$ cat src/rtl/mem_stage_if.sv
// Bus bundle for mem_stage: the pipeline-side load/store handshake and the
// external 16-bit SRAM port. The slave modport is the mem_stage view; the
// master modport is the pipeline plus SRAM side.
interface mem_stage_if;
  logic        mem_r_en;
  logic        mem_w_en;
  logic [31:0] alu_res;
  logic [31:0] val_r_m;
  logic        ready;
  logic [31:0] mem_read_data;
  logic [17:0] sram_addr;
  logic [15:0] sram_dq_out;
  logic [15:0] sram_dq_in;
  logic        sram_dq_oe;
  logic        sram_we_n;
  logic        addr_err;

  modport slave (
    input  mem_r_en, mem_w_en, alu_res, val_r_m, sram_dq_in,
    output ready, mem_read_data, sram_addr, sram_dq_out, sram_dq_oe,
           sram_we_n, addr_err
  );

  modport master (
    output mem_r_en, mem_w_en, alu_res, val_r_m, sram_dq_in,
    input  ready, mem_read_data, sram_addr, sram_dq_out, sram_dq_oe,
           sram_we_n, addr_err
  );
endinterface

$ cat src/rtl/mem_stage.sv
// Memory stage of the pipeline. Each 32-bit load/store becomes two 16-bit
// SRAM phases (LO half, then HI half), each SRAM_WAIT cycles long, followed
// by a one-cycle DONE. ready is low for the whole access to freeze the pipe.
// Optional feature: define MEM_STAGE_ADDR_CHECK_EN to reject misaligned or
// out-of-range addresses (access goes straight to DONE with addr_err high).
module mem_stage #(
  parameter int unsigned SRAM_WAIT = 2,
  parameter logic [31:0] DATA_BASE = 32'd1024
) (
  input logic        clk,
  input logic        rst,
  mem_stage_if.slave bus
);

  typedef enum logic [1:0] {IDLE, LO, HI, DONE} state_t;

  localparam logic [3:0] LAST     = 4'(SRAM_WAIT - 1);
  localparam logic [3:0] PRE_LAST = 4'(SRAM_WAIT - 2);

  state_t      state;
  logic [3:0]  cnt;
  logic        wr;
  logic [16:0] idx;
  logic [31:0] wdata;
  logic [15:0] rd_lo;
  logic [31:0] rd_data_q;
  logic [17:0] addr_q;
  logic [15:0] dq_out_q;
  logic        oe_q;
  logic        we_n_q;

  logic        request;
  logic        last;
  logic [16:0] idx_next;

  assign request  = bus.mem_r_en | bus.mem_w_en;
  assign last     = (cnt == LAST);
  // Word index wraps modulo 2^17 words when the address check is off.
  assign idx_next = 17'((bus.alu_res - DATA_BASE) >> 2);

`ifdef MEM_STAGE_ADDR_CHECK_EN
  logic err_q;
  logic bad;
  // Below base, misaligned, or beyond the 2^17-word SRAM window.
  assign bad = (bus.alu_res < DATA_BASE) || (bus.alu_res[1:0] != 2'b00) ||
               ((bus.alu_res - DATA_BASE) >= 32'h0008_0000);
  assign bus.addr_err = err_q;
`else
  assign bus.addr_err = 1'b0;
`endif

  // ready is combinational only in IDLE so a waiting request stalls at once.
  assign bus.ready         = (state == IDLE) ? ~request : (state == DONE);
  assign bus.mem_read_data = rd_data_q;
  assign bus.sram_addr     = addr_q;
  assign bus.sram_dq_out   = dq_out_q;
  assign bus.sram_dq_oe    = oe_q;
  assign bus.sram_we_n     = we_n_q;

  // Access sequencer with registered SRAM strobes, computed one cycle ahead.
  always_ff @(posedge clk) begin
    // NOTE: every register here uses <= so all updates see pre-edge values;
    // a blocking = would let later statements read already-updated state.
    if (rst) begin
      state     <= IDLE;
      cnt       <= '0;
      wr        <= 1'b0;
      idx       <= '0;
      wdata     <= '0;
      rd_lo     <= '0;
      rd_data_q <= '0;
      addr_q    <= '0;
      dq_out_q  <= '0;
      oe_q      <= 1'b0;
      we_n_q    <= 1'b1;
`ifdef MEM_STAGE_ADDR_CHECK_EN
      err_q     <= 1'b0;
`endif
    end else begin
      unique case (state)
        IDLE: begin
          if (request) begin
            // Latch everything now; later input changes are ignored.
            wr    <= bus.mem_w_en;
            idx   <= idx_next;
            wdata <= bus.val_r_m;
            cnt   <= '0;
`ifdef MEM_STAGE_ADDR_CHECK_EN
            if (bad) begin
              state <= DONE;
              err_q <= 1'b1;
            end else
`endif
            begin
              state    <= LO;
              addr_q   <= {idx_next, 1'b0};
              oe_q     <= bus.mem_w_en;
              dq_out_q <= bus.mem_w_en ? bus.val_r_m[15:0] : 16'h0000;
              // First cycle of a phase is never its last (SRAM_WAIT >= 2).
              we_n_q   <= ~bus.mem_w_en;
            end
          end
        end
        LO: begin
          if (last) begin
            rd_lo    <= bus.sram_dq_in;
            state    <= HI;
            cnt      <= '0;
            addr_q   <= {idx, 1'b1};
            dq_out_q <= wr ? wdata[31:16] : 16'h0000;
            we_n_q   <= ~wr;
          end else begin
            cnt    <= cnt + 4'd1;
            // Release the strobe for the final cycle of the phase.
            we_n_q <= ~wr | (cnt == PRE_LAST);
          end
        end
        HI: begin
          if (last) begin
            if (!wr) rd_data_q <= {bus.sram_dq_in, rd_lo};
            state    <= DONE;
            cnt      <= '0;
            addr_q   <= '0;
            dq_out_q <= '0;
            oe_q     <= 1'b0;
            we_n_q   <= 1'b1;
          end else begin
            cnt    <= cnt + 4'd1;
            we_n_q <= ~wr | (cnt == PRE_LAST);
          end
        end
        DONE: begin
          state <= IDLE;
`ifdef MEM_STAGE_ADDR_CHECK_EN
          err_q <= 1'b0;
`endif
        end
        default: state <= IDLE;
      endcase
    end
  end

endmodule

$ cat src/flat_wrapper.sv
// flat-port wrapper written by rule: the top's interface ports become plain ports
module mem_stage_flat 
#(
  parameter int unsigned SRAM_WAIT = 2,
  parameter logic [31:0] DATA_BASE = 32'd1024
)
  (clk, rst, bus_mem_r_en, bus_mem_w_en, bus_alu_res, bus_val_r_m, bus_sram_dq_in, bus_ready, bus_mem_read_data, bus_sram_addr, bus_sram_dq_out, bus_sram_dq_oe, bus_sram_we_n, bus_addr_err);
  mem_stage_if bus_i ();
  input logic clk;
  input logic rst;
  input wire logic [$bits(bus_i.mem_r_en)-1:0] bus_mem_r_en;
  input wire logic [$bits(bus_i.mem_w_en)-1:0] bus_mem_w_en;
  input wire logic [$bits(bus_i.alu_res)-1:0] bus_alu_res;
  input wire logic [$bits(bus_i.val_r_m)-1:0] bus_val_r_m;
  input wire logic [$bits(bus_i.sram_dq_in)-1:0] bus_sram_dq_in;
  output wire logic [$bits(bus_i.ready)-1:0] bus_ready;
  output wire logic [$bits(bus_i.mem_read_data)-1:0] bus_mem_read_data;
  output wire logic [$bits(bus_i.sram_addr)-1:0] bus_sram_addr;
  output wire logic [$bits(bus_i.sram_dq_out)-1:0] bus_sram_dq_out;
  output wire logic [$bits(bus_i.sram_dq_oe)-1:0] bus_sram_dq_oe;
  output wire logic [$bits(bus_i.sram_we_n)-1:0] bus_sram_we_n;
  output wire logic [$bits(bus_i.addr_err)-1:0] bus_addr_err;
  assign bus_i.mem_r_en = bus_mem_r_en;
  assign bus_i.mem_w_en = bus_mem_w_en;
  assign bus_i.alu_res = bus_alu_res;
  assign bus_i.val_r_m = bus_val_r_m;
  assign bus_i.sram_dq_in = bus_sram_dq_in;
  assign bus_ready = bus_i.ready;
  assign bus_mem_read_data = bus_i.mem_read_data;
  assign bus_sram_addr = bus_i.sram_addr;
  assign bus_sram_dq_out = bus_i.sram_dq_out;
  assign bus_sram_dq_oe = bus_i.sram_dq_oe;
  assign bus_sram_we_n = bus_i.sram_we_n;
  assign bus_addr_err = bus_i.addr_err;
  mem_stage #(.SRAM_WAIT(SRAM_WAIT), .DATA_BASE(DATA_BASE)) u_core (.clk(clk), .rst(rst), .bus(bus_i));
endmodule
$ cat config.mk
export PLATFORM = sky130hd
export DESIGN_NAME = mem_stage_flat
export DESIGN_NICKNAME = d
export VERILOG_FILES = /design/src/rtl/mem_stage_if.sv /design/src/rtl/mem_stage.sv /design/src/flat_wrapper.sv
export SDC_FILE = /design/constraint.sdc
export NUM_CORES = 1
export LEC_CHECK = 0
export ABC_AREA = 1
export BUFFER_PORTS_ARGS = -buffer_cell sky130_fd_sc_hd__buf_2
export CAP_MARGIN = 20
export CORE_ASPECT_RATIO = 0.5
export CORE_MARGIN = 2
export CORE_UTILIZATION = 54
export CTS_BUF_LIST = sky130_fd_sc_hd__clkbuf_4 sky130_fd_sc_hd__clkbuf_8
export DETAILED_ROUTE_END_ITERATION = 10
export PLACE_DENSITY_LB_ADDON = 0.2
export RECOVER_POWER = 25
export SETUP_SLACK_MARGIN = 0.4
export SLEW_MARGIN = 5
export SYNTH_ARGS = -nofsm -noshare
export SYNTH_HDL_FRONTEND = slang
export SYNTH_SLANG_ARGS = --single-unit
$ cat constraint.sdc
create_clock -name clk -period 2 [get_ports clk]
set_clock_uncertainty 0.2 [all_clocks]
set_input_delay 0.4 -clock clk [delete_from_list [all_inputs] [get_ports clk]]
set_output_delay 0.4 -clock clk [all_outputs]
set_load 0.02 [all_outputs]
==> impl_results.html, run 1 <==
<table>
<tr><th>Metric</th><th>Value</th></tr>
<tr><th colspan="2">Synthesis</th></tr>
<tr><td>Number of enable flip-flop cells after synthesis</td><td>0</td></tr>
<tr><td>Library cell occupying the most area in the post-synthesis netlist</td><td>dfxtp_1</td></tr>
<tr><td>Most area-consuming cells after synthesis</td><td>dfxtp_1, nand2_1, nor2_1, o21ai_0, a21oi_1</td></tr>
<tr><td>Fraction of registers with async set or reset after synthesis</td><td>0</td></tr>
<tr><td>Sequential cell area fraction in the yosys report</td><td>0.4572</td></tr>
<tr><td>Commonest register cell after synthesis</td><td>dfxtp_1</td></tr>
<tr><td>Distinct cell type count of the synthesized netlist</td><td>28</td></tr>
<tr><td>Cell with the most instances after synthesis</td><td>nand2_1</td></tr>
<tr><td>Number of synthesis warnings</td><td>0</td></tr>
<tr><td>Post-synthesis cell area</td><td>5429 um2</td></tr>
<tr><td>Post-synth top cells</td><td>nand2_1, nor2_1, dfxtp_1</td></tr>
<tr><td>Area fraction of the dominant cell type after synthesis</td><td>0.4572</td></tr>
<tr><td>Net count after synthesis</td><td>860</td></tr>
<tr><td>Count of state elements after synthesis</td><td>124</td></tr>
<tr><td>Synthesized netlist cell count</td><td>766</td></tr>
<tr><td>Avg Cell Area, Syn</td><td>7.087 um2</td></tr>
<tr><th colspan="2">Floorplanning</th></tr>
<tr><td>Standard-cell rows</td><td>25</td></tr>
<tr><td>Vert. Die Dim</td><td>74.90 um</td></tr>
<tr><td>Ports</td><td>154</td></tr>
<tr><td>Total die area</td><td>10920 um2</td></tr>
<tr><td>Starting utilization of the core area</td><td>0.5653</td></tr>
<tr><td>Core area</td><td>9603 um2</td></tr>
<tr><td>DIE WIDTH</td><td>145.8 um</td></tr>
<tr><th colspan="2">Clocking</th></tr>
<tr><td>Depth of the CTS H-tree</td><td>4</td></tr>
<tr><td>Clock transition at the register clock pins on the worst setup and hold paths after CTS</td><td>80 ps</td></tr>
<tr><td>Clock insertion delay at the later pin of the skew report</td><td>440 ps</td></tr>
<tr><td>Number of buffers created by CTS</td><td>17</td></tr>
<tr><td>Clock Path Buffers</td><td>2</td></tr>
<tr><td>Clk sink count</td><td>124</td></tr>
<tr><td>CTS tree</td><td>yes</td></tr>
<tr><td>Hold_buf cts</td><td>0</td></tr>
<tr><td>Master cell of the clock root buffer</td><td>clkbuf_8</td></tr>
<tr><th colspan="2">Power and ir drop</th></tr>
<tr><td>Worst voltage drop across the vdd grid</td><td>0.7154 mV</td></tr>
<tr><td>Static leakage power</td><td>3.436 nW</td></tr>
<tr><td>Overall power consumption</td><td>10.79 mW</td></tr>
<tr><td>Cell area power density</td><td>1429 nW/um2</td></tr>
<tr><td>Combinational cell fraction of total power</td><td>0.482</td></tr>
<tr><td>Switching share of power</td><td>0.4174</td></tr>
<tr><td>Part of the total power dissipated in the clock network</td><td>0.199</td></tr>
<tr><td>Sequential share of power</td><td>0.319</td></tr>
<tr><td>Internal power summed over all cells</td><td>6.286 mW</td></tr>
<tr><td>Switching power of the nets</td><td>4.504 mW</td></tr>
<tr><th colspan="2">Setup path</th></tr>
<tr><td>Worst r2r path cells</td><td>7</td></tr>
<tr><td>Maximum fanout count along the critical path</td><td>20</td></tr>
<tr><td>Internal reg-to-reg setup slack</td><td>9 ps</td></tr>
<tr><td>Reg-to-reg critical path startpoint</td><td>u_core.state[0]</td></tr>
<tr><td>Worst flop-to-flop path endpoint</td><td>u_core.wdata[23]</td></tr>
<tr><td>Setup crit end kind</td><td>register</td></tr>
<tr><td>Worst setup path startpoint</td><td>u_core.state[0]</td></tr>
<tr><td>Critical path startpoint category</td><td>register</td></tr>
<tr><td>Category of the most critical setup path</td><td>register to register</td></tr>
<tr><td>Required time worst endpoint</td><td>2120 ps</td></tr>
<tr><td>Arrival time at the worst endpoint</td><td>2110 ps</td></tr>
<tr><th colspan="2">Timing</th></tr>
<tr><td>Setup repair after global routing missed its margin</td><td>true</td></tr>
<tr><td>Max Slew Vio Count</td><td>0</td></tr>
<tr><td>Final clock period utilization by the worst path</td><td>0.9957</td></tr>
<tr><td>Final count of hold timing violations</td><td>0</td></tr>
<tr><td>Setup violation total in the final timing report</td><td>0</td></tr>
<tr><td>WHS</td><td>3.244 ps</td></tr>
<tr><td>Final TNS setup</td><td>0 ps</td></tr>
<tr><td>Highest Clock Rate</td><td>0.5022 GHz</td></tr>
<tr><td>Fin crit period</td><td>1991 ps</td></tr>
<tr><th colspan="2">Job</th></tr>
<tr><td>Max capacitance violation total</td><td>0</td></tr>
<tr><th colspan="2">Finish</th></tr>
<tr><td>Final instance area</td><td>7553 um2</td></tr>
<tr><td>Final Instance Count excl. Fillers</td><td>1075</td></tr>
<tr><td>Final antenna diode count</td><td>0</td></tr>
<tr><td>Count of nets after finishing</td><td>1022</td></tr>
<tr><td>Area grow syn2layout</td><td>39.13%</td></tr>
<tr><td>Fraction of layout instances using a drive strength above 1</td><td>0.3223</td></tr>
<tr><th colspan="2">Global route</th></tr>
<tr><td>Maximum number of pins on one net before global-route repair</td><td>57</td></tr>
<tr><td>Global-route wire length before repair</td><td>23520 um</td></tr>
<tr><td>Via count of the first global-routing pass</td><td>5021</td></tr>
<tr><td>All-Layer GR Usage</td><td>0.2750</td></tr>
<tr><td>Total grt overflow</td><td>0</td></tr>
<tr><td>Initial antenna violation count</td><td>0</td></tr>
<tr><th colspan="2">Detailed routing</th></tr>
<tr><td>Average detailed-routed wire length per instance</td><td>15.83 um</td></tr>
<tr><td>Average via count per standard cell</td><td>5.304</td></tr>
<tr><td>Number of violations reported at the end of detailed-routing iteration 0</td><td>446</td></tr>
<tr><td>Routed Wire Length</td><td>17010 um</td></tr>
<tr><td>DRC errors left</td><td>0</td></tr>
<tr><td>Number of detailed-route iterations in the first pass</td><td>7</td></tr>
<tr><td>Via count</td><td>5702</td></tr>
<tr><td>Detail Route Antenna Nets</td><td>0</td></tr>
<tr><th colspan="2">Place</th></tr>
<tr><td>Routability congestion estimate from global placement</td><td>0.8239</td></tr>
<tr><td>Cell area reported after detailed placement</td><td>6236 um2</td></tr>
<tr><td>Number of buffer cells added on primary ports</td><td>137</td></tr>
<tr><td>Cell Count Post-Placement</td><td>1008</td></tr>
<tr><td>Post-detailed-placement half-perimeter wirelength</td><td>9066 um</td></tr>
<tr><th colspan="2">Worst hold path</th></tr>
<tr><td>Worst Hold Depth</td><td>3</td></tr>
<tr><td>Min-Delay Endpoint</td><td>u_core.bus.mem_read_data[30]</td></tr>
<tr><td>Hold Startpoint</td><td>bus_sram_dq_in[14]</td></tr>
<tr><td>Hold WC Path Type</td><td>input port to register</td></tr>
<tr><th colspan="2">Outcome</th></tr>
<tr><td>Status</td><td>finished clean</td></tr>
</table>
cell type report:
class | count | area, um2
Clock buffer | 21 | 282.8
Clock inverter | 10 | 91.34
Fill cell | 687 | 2049
Inverter | 87 | 371.6
Multi-Input combinational cell | 511 | 2695
Sequential cell | 124 | 2501
Tap cell | 135 | 168.9
Timing Repair Buffer | 186 | 1434
Timing Repair inverter | 1 | 8.758
layer usage:
layer / up-vias / part of all wire / global-route usage
met5: - / 0 / 0
met4: 0 / 0.034 / 0.1187
met2: 270 / 0.49 / 0.5052
met3: 60 / 0.070 / 0.06424
li1: 2750 / - / -
met1: 2622 / 0.41 / 0.3196
repair_timing:
item	CTS	global route
setup buffers	16	8
gates cloned	8	4
gates resized for setup	73	134
setup endpoints to repair	89	136
pin swaps	8	11
registers in the layout, summed over array words and instances (netlist names), 2 cells and up:
signal / cells
u_core.state: 2
u_core.wdata: 16
u_core.rd_lo: 16
u_core.bus.sram_dq_out: 16
u_core.bus.sram_addr: 18
u_core.idx: 17
u_core.bus.mem_read_data: 32
u_core.cnt: 4
placed cells by master (no fill, tap or decap), types with 28 or more instances in the layout:
cell	n
inv_1	72
dfxtp_1	115
nor2_1	88
buf_4	33
nand2_1	140
a21oi_1	67
o21ai_0	47
o21ai_1	35
nand3_1	42
nor2_2	28
buf_2	106
stage by stage:
stage                     setup WS [ps]  utilization
after floorplan                   367.0            -
after global placement            211.7       0.6494
after detailed placement          182.7       0.6494
after CTS                         70.41       0.7432
after global routing             -12.41       0.7866
final                             8.610       0.7866
power by group through the flow:
stage,registers [mW],logic [mW],clock network [mW]
after detailed placement,3.42,3.80,0
after global placement,3.40,3.70,0
after global routing,3.49,5.62,2.26
after CTS,3.38,4.51,2.12
final,3.44,5.21,2.14
after floorplan,3.77,2.52,0
cell families (layout without fill, tap and decap cells):
kind of cell,Yosys count,after routing,synth area share
other,1,1,0.0006907
AOI/OAI and AO/OA,165,165,0.1528
buffers and inverters,131,305,0.1095
xor gates and xnor gates,1,1,0.001614
DFF,124,124,0.4572
and+or+nand+nor,334,334,0.2551
adders and majority gates,10,10,0.02305
worst max path at each step:
stage | end | depth (start not counted) | slack [ps]
after floorplan | u_core.bus.sram_addr[14] | 8 | 370
after global placement | u_core.bus.sram_addr[17] | 9 | 210
after detailed placement | u_core.bus.sram_dq_out[4] | 8 | 180
after CTS | bus_ready | 6 | 70
after global routing | u_core.bus.sram_dq_out[5] | 9 | -10
final | u_core.wdata[23] | 7 | 9
worst max-delay path, cell delays in order, from the launching register on:
cell and delay, ps:
dfxtp_4 370, inv_4 90, ha_4 170, clkbuf_1 310
nand2_8 110, buf_2 260, o21ai_0 290, a21oi_1 70
(Power assumes the default switching activity.)
==> inputs of run 2 (changes only) <==
--- a/config.mk
+++ b/config.mk
@@ -5,17 +5,16 @@
 export SDC_FILE = /design/constraint.sdc
 export NUM_CORES = 1
 export LEC_CHECK = 0
-export ABC_AREA = 1
 export BUFFER_PORTS_ARGS = -buffer_cell sky130_fd_sc_hd__buf_2
 export CAP_MARGIN = 20
 export CORE_ASPECT_RATIO = 0.5
 export CORE_MARGIN = 2
-export CORE_UTILIZATION = 54
+export CORE_UTILIZATION = 53
 export CTS_BUF_LIST = sky130_fd_sc_hd__clkbuf_4 sky130_fd_sc_hd__clkbuf_8
 export DETAILED_ROUTE_END_ITERATION = 10
 export PLACE_DENSITY_LB_ADDON = 0.2
 export RECOVER_POWER = 25
-export SETUP_SLACK_MARGIN = 0.4
+export SETUP_SLACK_MARGIN = 0.15
 export SLEW_MARGIN = 5
 export SYNTH_ARGS = -nofsm -noshare
 export SYNTH_HDL_FRONTEND = slang
==> run 2 against run 1 <==
  * The flow now finishes with violations (negative setup slack)
  * Wire length decreased by 11%
  * Cell count down 13%
  * Global-route usage shrank 3.1 points
  * Hold slack improved by 9.2 ps
  * Sequential cell count stayed put
  * First-iteration DRC count is 48% lower
  * Design area is 0.36% higher
  * Synthesized area fell by 4.6%
  * Setup slack got worse by 24 ps
  * Largest power group unchanged
  * Highest routed layer unchanged
==> impl_results.html, run 2 <==
<table>
<tr><th>Metric</th><th>Value</th></tr>
<tr><th colspan="2">Clocking</th></tr>
<tr><td>Clock insertion delay at the later pin of the skew report</td><td>420 ps</td></tr>
<tr><td>Clk sink count</td><td>124</td></tr>
<tr><td>Clock Path Buffers</td><td>2</td></tr>
<tr><td>Master cell of the clock root buffer</td><td>clkbuf_8</td></tr>
<tr><td>Clock transition at the register clock pins on the worst setup and hold paths after CTS</td><td>70 ps</td></tr>
<tr><td>Depth of the CTS H-tree</td><td>4</td></tr>
<tr><td>Number of buffers created by CTS</td><td>17</td></tr>
<tr><td>CTS tree</td><td>yes</td></tr>
<tr><th colspan="2">Timing</th></tr>
<tr><td>Setup violation total in the final timing report</td><td>1</td></tr>
<tr><td>Highest Clock Rate</td><td>0.4963 GHz</td></tr>
<tr><td>Final TNS setup</td><td>-14.97 ps</td></tr>
<tr><td>Final clock period utilization by the worst path</td><td>1.007</td></tr>
<tr><td>Final count of hold timing violations</td><td>0</td></tr>
<tr><td>Setup WS post-layout</td><td>-14.97 ps</td></tr>
<tr><td>Max Slew Vio Count</td><td>0</td></tr>
<tr><td>Setup repair after global routing missed its margin</td><td>true</td></tr>
<tr><td>Fin crit period</td><td>2015 ps</td></tr>
<tr><th colspan="2">Setup path</th></tr>
<tr><td>Top cell family by delay on the critical path</td><td>flip-flops</td></tr>
<tr><td>Reg-to-reg critical path startpoint</td><td>u_core.cnt[1]</td></tr>
<tr><td>Delay of the slowest cell on the worst path</td><td>360 ps</td></tr>
<tr><td>Arrival time at the worst endpoint</td><td>1410 ps</td></tr>
<tr><td>CP bufs+invs</td><td>3</td></tr>
<tr><td>Internal reg-to-reg setup slack</td><td>60 ps</td></tr>
<tr><td>Cell type of the slowest stage on the worst timing path</td><td>dfxtp_2</td></tr>
<tr><td>Setup crit end kind</td><td>output pin</td></tr>
<tr><td>Maximum fanout count along the critical path</td><td>3</td></tr>
<tr><td>Critical Path, Cell by Cell</td><td>inv_4 &gt; ha_4 &gt; buf_6 &gt; o21a_4 &gt; nor2_4 &gt; buf_6</td></tr>
<tr><td>Worst setup path startpoint</td><td>u_core.state[0]</td></tr>
<tr><td>Worst flop-to-flop path endpoint</td><td>u_core.bus.mem_read_data[11]</td></tr>
<tr><td>Required time worst endpoint</td><td>1400 ps</td></tr>
<tr><td>Cell occurring most often along the worst timing path</td><td>buf_6</td></tr>
<tr><td>Category of the most critical setup path</td><td>register to output pin</td></tr>
<tr><td>Critical path startpoint category</td><td>register</td></tr>
<tr><td>Worst r2r path cells</td><td>10</td></tr>
<tr><th colspan="2">Synthesis</th></tr>
<tr><td>Synthesized netlist cell count</td><td>609</td></tr>
<tr><td>Number of synthesis warnings</td><td>0</td></tr>
<tr><td>Post-synth top cells</td><td>nand2_1, dfxtp_1, a21oi_1</td></tr>
<tr><td>Number of enable flip-flop cells after synthesis</td><td>0</td></tr>
<tr><td>Commonest register cell after synthesis</td><td>dfxtp_1</td></tr>
<tr><td>Distinct cell type count of the synthesized netlist</td><td>48</td></tr>
<tr><td>Area fraction of the dominant cell type after synthesis</td><td>0.4793</td></tr>
<tr><td>Sequential cell area fraction in the yosys report</td><td>0.4793</td></tr>
<tr><td>Cell with the most instances after synthesis</td><td>nand2_1</td></tr>
<tr><td>Library cell occupying the most area in the post-synthesis netlist</td><td>dfxtp_1</td></tr>
<tr><td>Fraction of registers with async set or reset after synthesis</td><td>0</td></tr>
<tr><td>Most area-consuming cells after synthesis</td><td>dfxtp_1, nand2_1, a21oi_1, a211oi_2, nor2_1</td></tr>
<tr><td>Count of state elements after synthesis</td><td>124</td></tr>
<tr><td>Post-synthesis cell area</td><td>5179 um2</td></tr>
<tr><td>Net count after synthesis</td><td>703</td></tr>
<tr><td>Avg Cell Area, Syn</td><td>8.504 um2</td></tr>
<tr><th colspan="2">Global route</th></tr>
<tr><td>Maximum number of pins on one net before global-route repair</td><td>57</td></tr>
<tr><td>Total grt overflow</td><td>0</td></tr>
<tr><td>Via count of the first global-routing pass</td><td>4462</td></tr>
<tr><td>Global-route wire length before repair</td><td>20270 um</td></tr>
<tr><td>All-Layer GR Usage</td><td>0.2440</td></tr>
<tr><td>Initial antenna violation count</td><td>0</td></tr>
<tr><th colspan="2">Detailed routing</th></tr>
<tr><td>Average via count per standard cell</td><td>5.466</td></tr>
<tr><td>Number of detailed-route iterations in the first pass</td><td>5</td></tr>
<tr><td>Via count</td><td>5111</td></tr>
<tr><td>Routed Wire Length</td><td>15190 um</td></tr>
<tr><td>Number of violations reported at the end of detailed-routing iteration 0</td><td>232</td></tr>
<tr><td>Detail Route Antenna Nets</td><td>0</td></tr>
<tr><td>Average detailed-routed wire length per instance</td><td>16.25 um</td></tr>
<tr><td>DRC errors left</td><td>0</td></tr>
<tr><th colspan="2">Finish</th></tr>
<tr><td>Final antenna diode count</td><td>0</td></tr>
<tr><td>Final instance area</td><td>7581 um2</td></tr>
<tr><td>Area grow syn2layout</td><td>46.39%</td></tr>
<tr><td>Most common cell after layout, fill and taps aside</td><td>dfxtp_1</td></tr>
<tr><td>Most used cells in the layout excluding fill and tap cells</td><td>dfxtp_1, nand2_1, buf_2</td></tr>
<tr><td>Final Instance Count excl. Fillers</td><td>935</td></tr>
<tr><td>Fraction of layout instances using a drive strength above 1</td><td>0.3975</td></tr>
<tr><td>Count of nets after finishing</td><td>882</td></tr>
<tr><td>Max reg flops</td><td>32</td></tr>
<tr><th colspan="2">Floorplanning</th></tr>
<tr><td>Starting utilization of the core area</td><td>0.5464</td></tr>
<tr><td>DIE WIDTH</td><td>143.8 um</td></tr>
<tr><td>Total die area</td><td>10630 um2</td></tr>
<tr><td>Core area</td><td>9478 um2</td></tr>
<tr><td>Standard-cell rows</td><td>25</td></tr>
<tr><td>Ports</td><td>154</td></tr>
<tr><td>Vert. Die Dim</td><td>73.90 um</td></tr>
<tr><th colspan="2">Worst hold path</th></tr>
<tr><td>Hold Startpoint</td><td>bus_val_r_m[29]</td></tr>
<tr><td>Hold WC Path Type</td><td>input port to register</td></tr>
<tr><td>Min-Delay Endpoint</td><td>u_core.wdata[29]</td></tr>
<tr><td>Worst Hold Depth</td><td>3</td></tr>
<tr><th colspan="2">Power and ir drop</th></tr>
<tr><td>Static leakage power</td><td>3.254 nW</td></tr>
<tr><td>Cell area power density</td><td>1465 nW/um2</td></tr>
<tr><td>Overall power consumption</td><td>11.11 mW</td></tr>
<tr><td>Worst voltage drop across the vdd grid</td><td>0.7949 mV</td></tr>
<tr><th colspan="2">Place</th></tr>
<tr><td>Routability congestion estimate from global placement</td><td>0.8258</td></tr>
<tr><td>Cell area reported after detailed placement</td><td>6233 um2</td></tr>
<tr><td>Post-placement setup slack</td><td>41.83 ps</td></tr>
<tr><td>Cell Count Post-Placement</td><td>864</td></tr>
<tr><td>Number of buffer cells added on primary ports</td><td>137</td></tr>
<tr><td>Post-detailed-placement half-perimeter wirelength</td><td>7822 um</td></tr>
<tr><th colspan="2">Outcome</th></tr>
<tr><td>Status</td><td>finished, violations left</td></tr>
<tr><td>Violations in the final reports</td><td>negative setup slack</td></tr>
<tr><th colspan="2">Job</th></tr>
<tr><td>Max capacitance violation total</td><td>0</td></tr>
</table>
==> run 2: kinds of logic after synthesis <==
| group | count (synthesis) | synth area share |
|---|---|---|
| mux | 6 | 0.01160 |
| fa+ha+maj | 10 | 0.02416 |
| other cells | 1 | 0.0007241 |
| flops | 124 | 0.4793 |
| buf+inv | 56 | 0.04784 |
| xor+xnor | 7 | 0.01184 |
| simple gates | 240 | 0.1974 |
| compound gates | 165 | 0.2271 |
==> run 2: through the flow <==
step                        util  hold WS (ps)
after CTS                 0.7384        0.1317
after global placement    0.6577         236.4
after floorplan                -         232.1
final                     0.7999         12.47
after global routing      0.7999         12.68
after detailed placement  0.6577         241.9
==> run 2: timing repair <==
action / CTS / global route
hold endpoints to repair: 12 / 0
pin swaps: 24 / 43
buffers inserted: 7 / 7
resized for setup: 58 / 97
endpoints found under the setup margin: 66 / 89
gates cloned: 2 / 12
hold buffers: 12 / 0
==> run 2: power breakdown <==
group          switching [mW]  internal [mW]
Combinational            3.15           2.71
Sequential              0.301           3.01
Clock                   0.961          0.975
Total                    4.41           6.69
==> run 2: how the worst max path moves through the flow <==
stage | end | slack, ps | cells past startpoint
floorplan | u_core.bus.sram_dq_out[4] | 110 | 8
global placement | u_core.bus.sram_addr[17] | 70 | 5
detailed placement | u_core.bus.sram_addr[16] | 40 | 5
CTS | bus_ready | -40 | 6
global route | bus_ready | -60 | 6
finish | bus_ready | -10 | 6
==> run 2: worst register-to-register path: cells and delay by family, from the launching register on <==
family	cells	cell delay (ps)
AO/OA/AOI/OAI	1	80
adder cells (fa/ha/maj)	1	130
buffers and inverters	5	620
flip-flops	1	320
AND/OR/NAND/NOR	3	490
==> run 2: area by class of cell <==
| cell class | count | area [um2] |
|---|---|---|
| multi-input cells | 430 | 2994 |
| flip-flops and latches | 124 | 2490 |
| fillers | 617 | 1897 |
| repair buffers | 206 | 1548 |
| clock buffers | 24 | 299.0 |
| well taps | 135 | 168.9 |
| clock inverters | 7 | 42.54 |
| inverters | 9 | 38.79 |
==> run 2: per-layer routing <==
metal	global-route usage	up-vias	share of wire
li1	-	2447	-
met1	0.2994	2444	0.43
met2	0.4228	189	0.48
met3	0.06323	31	0.073
met4	0.08388	0	0.020
met5	0	-	0
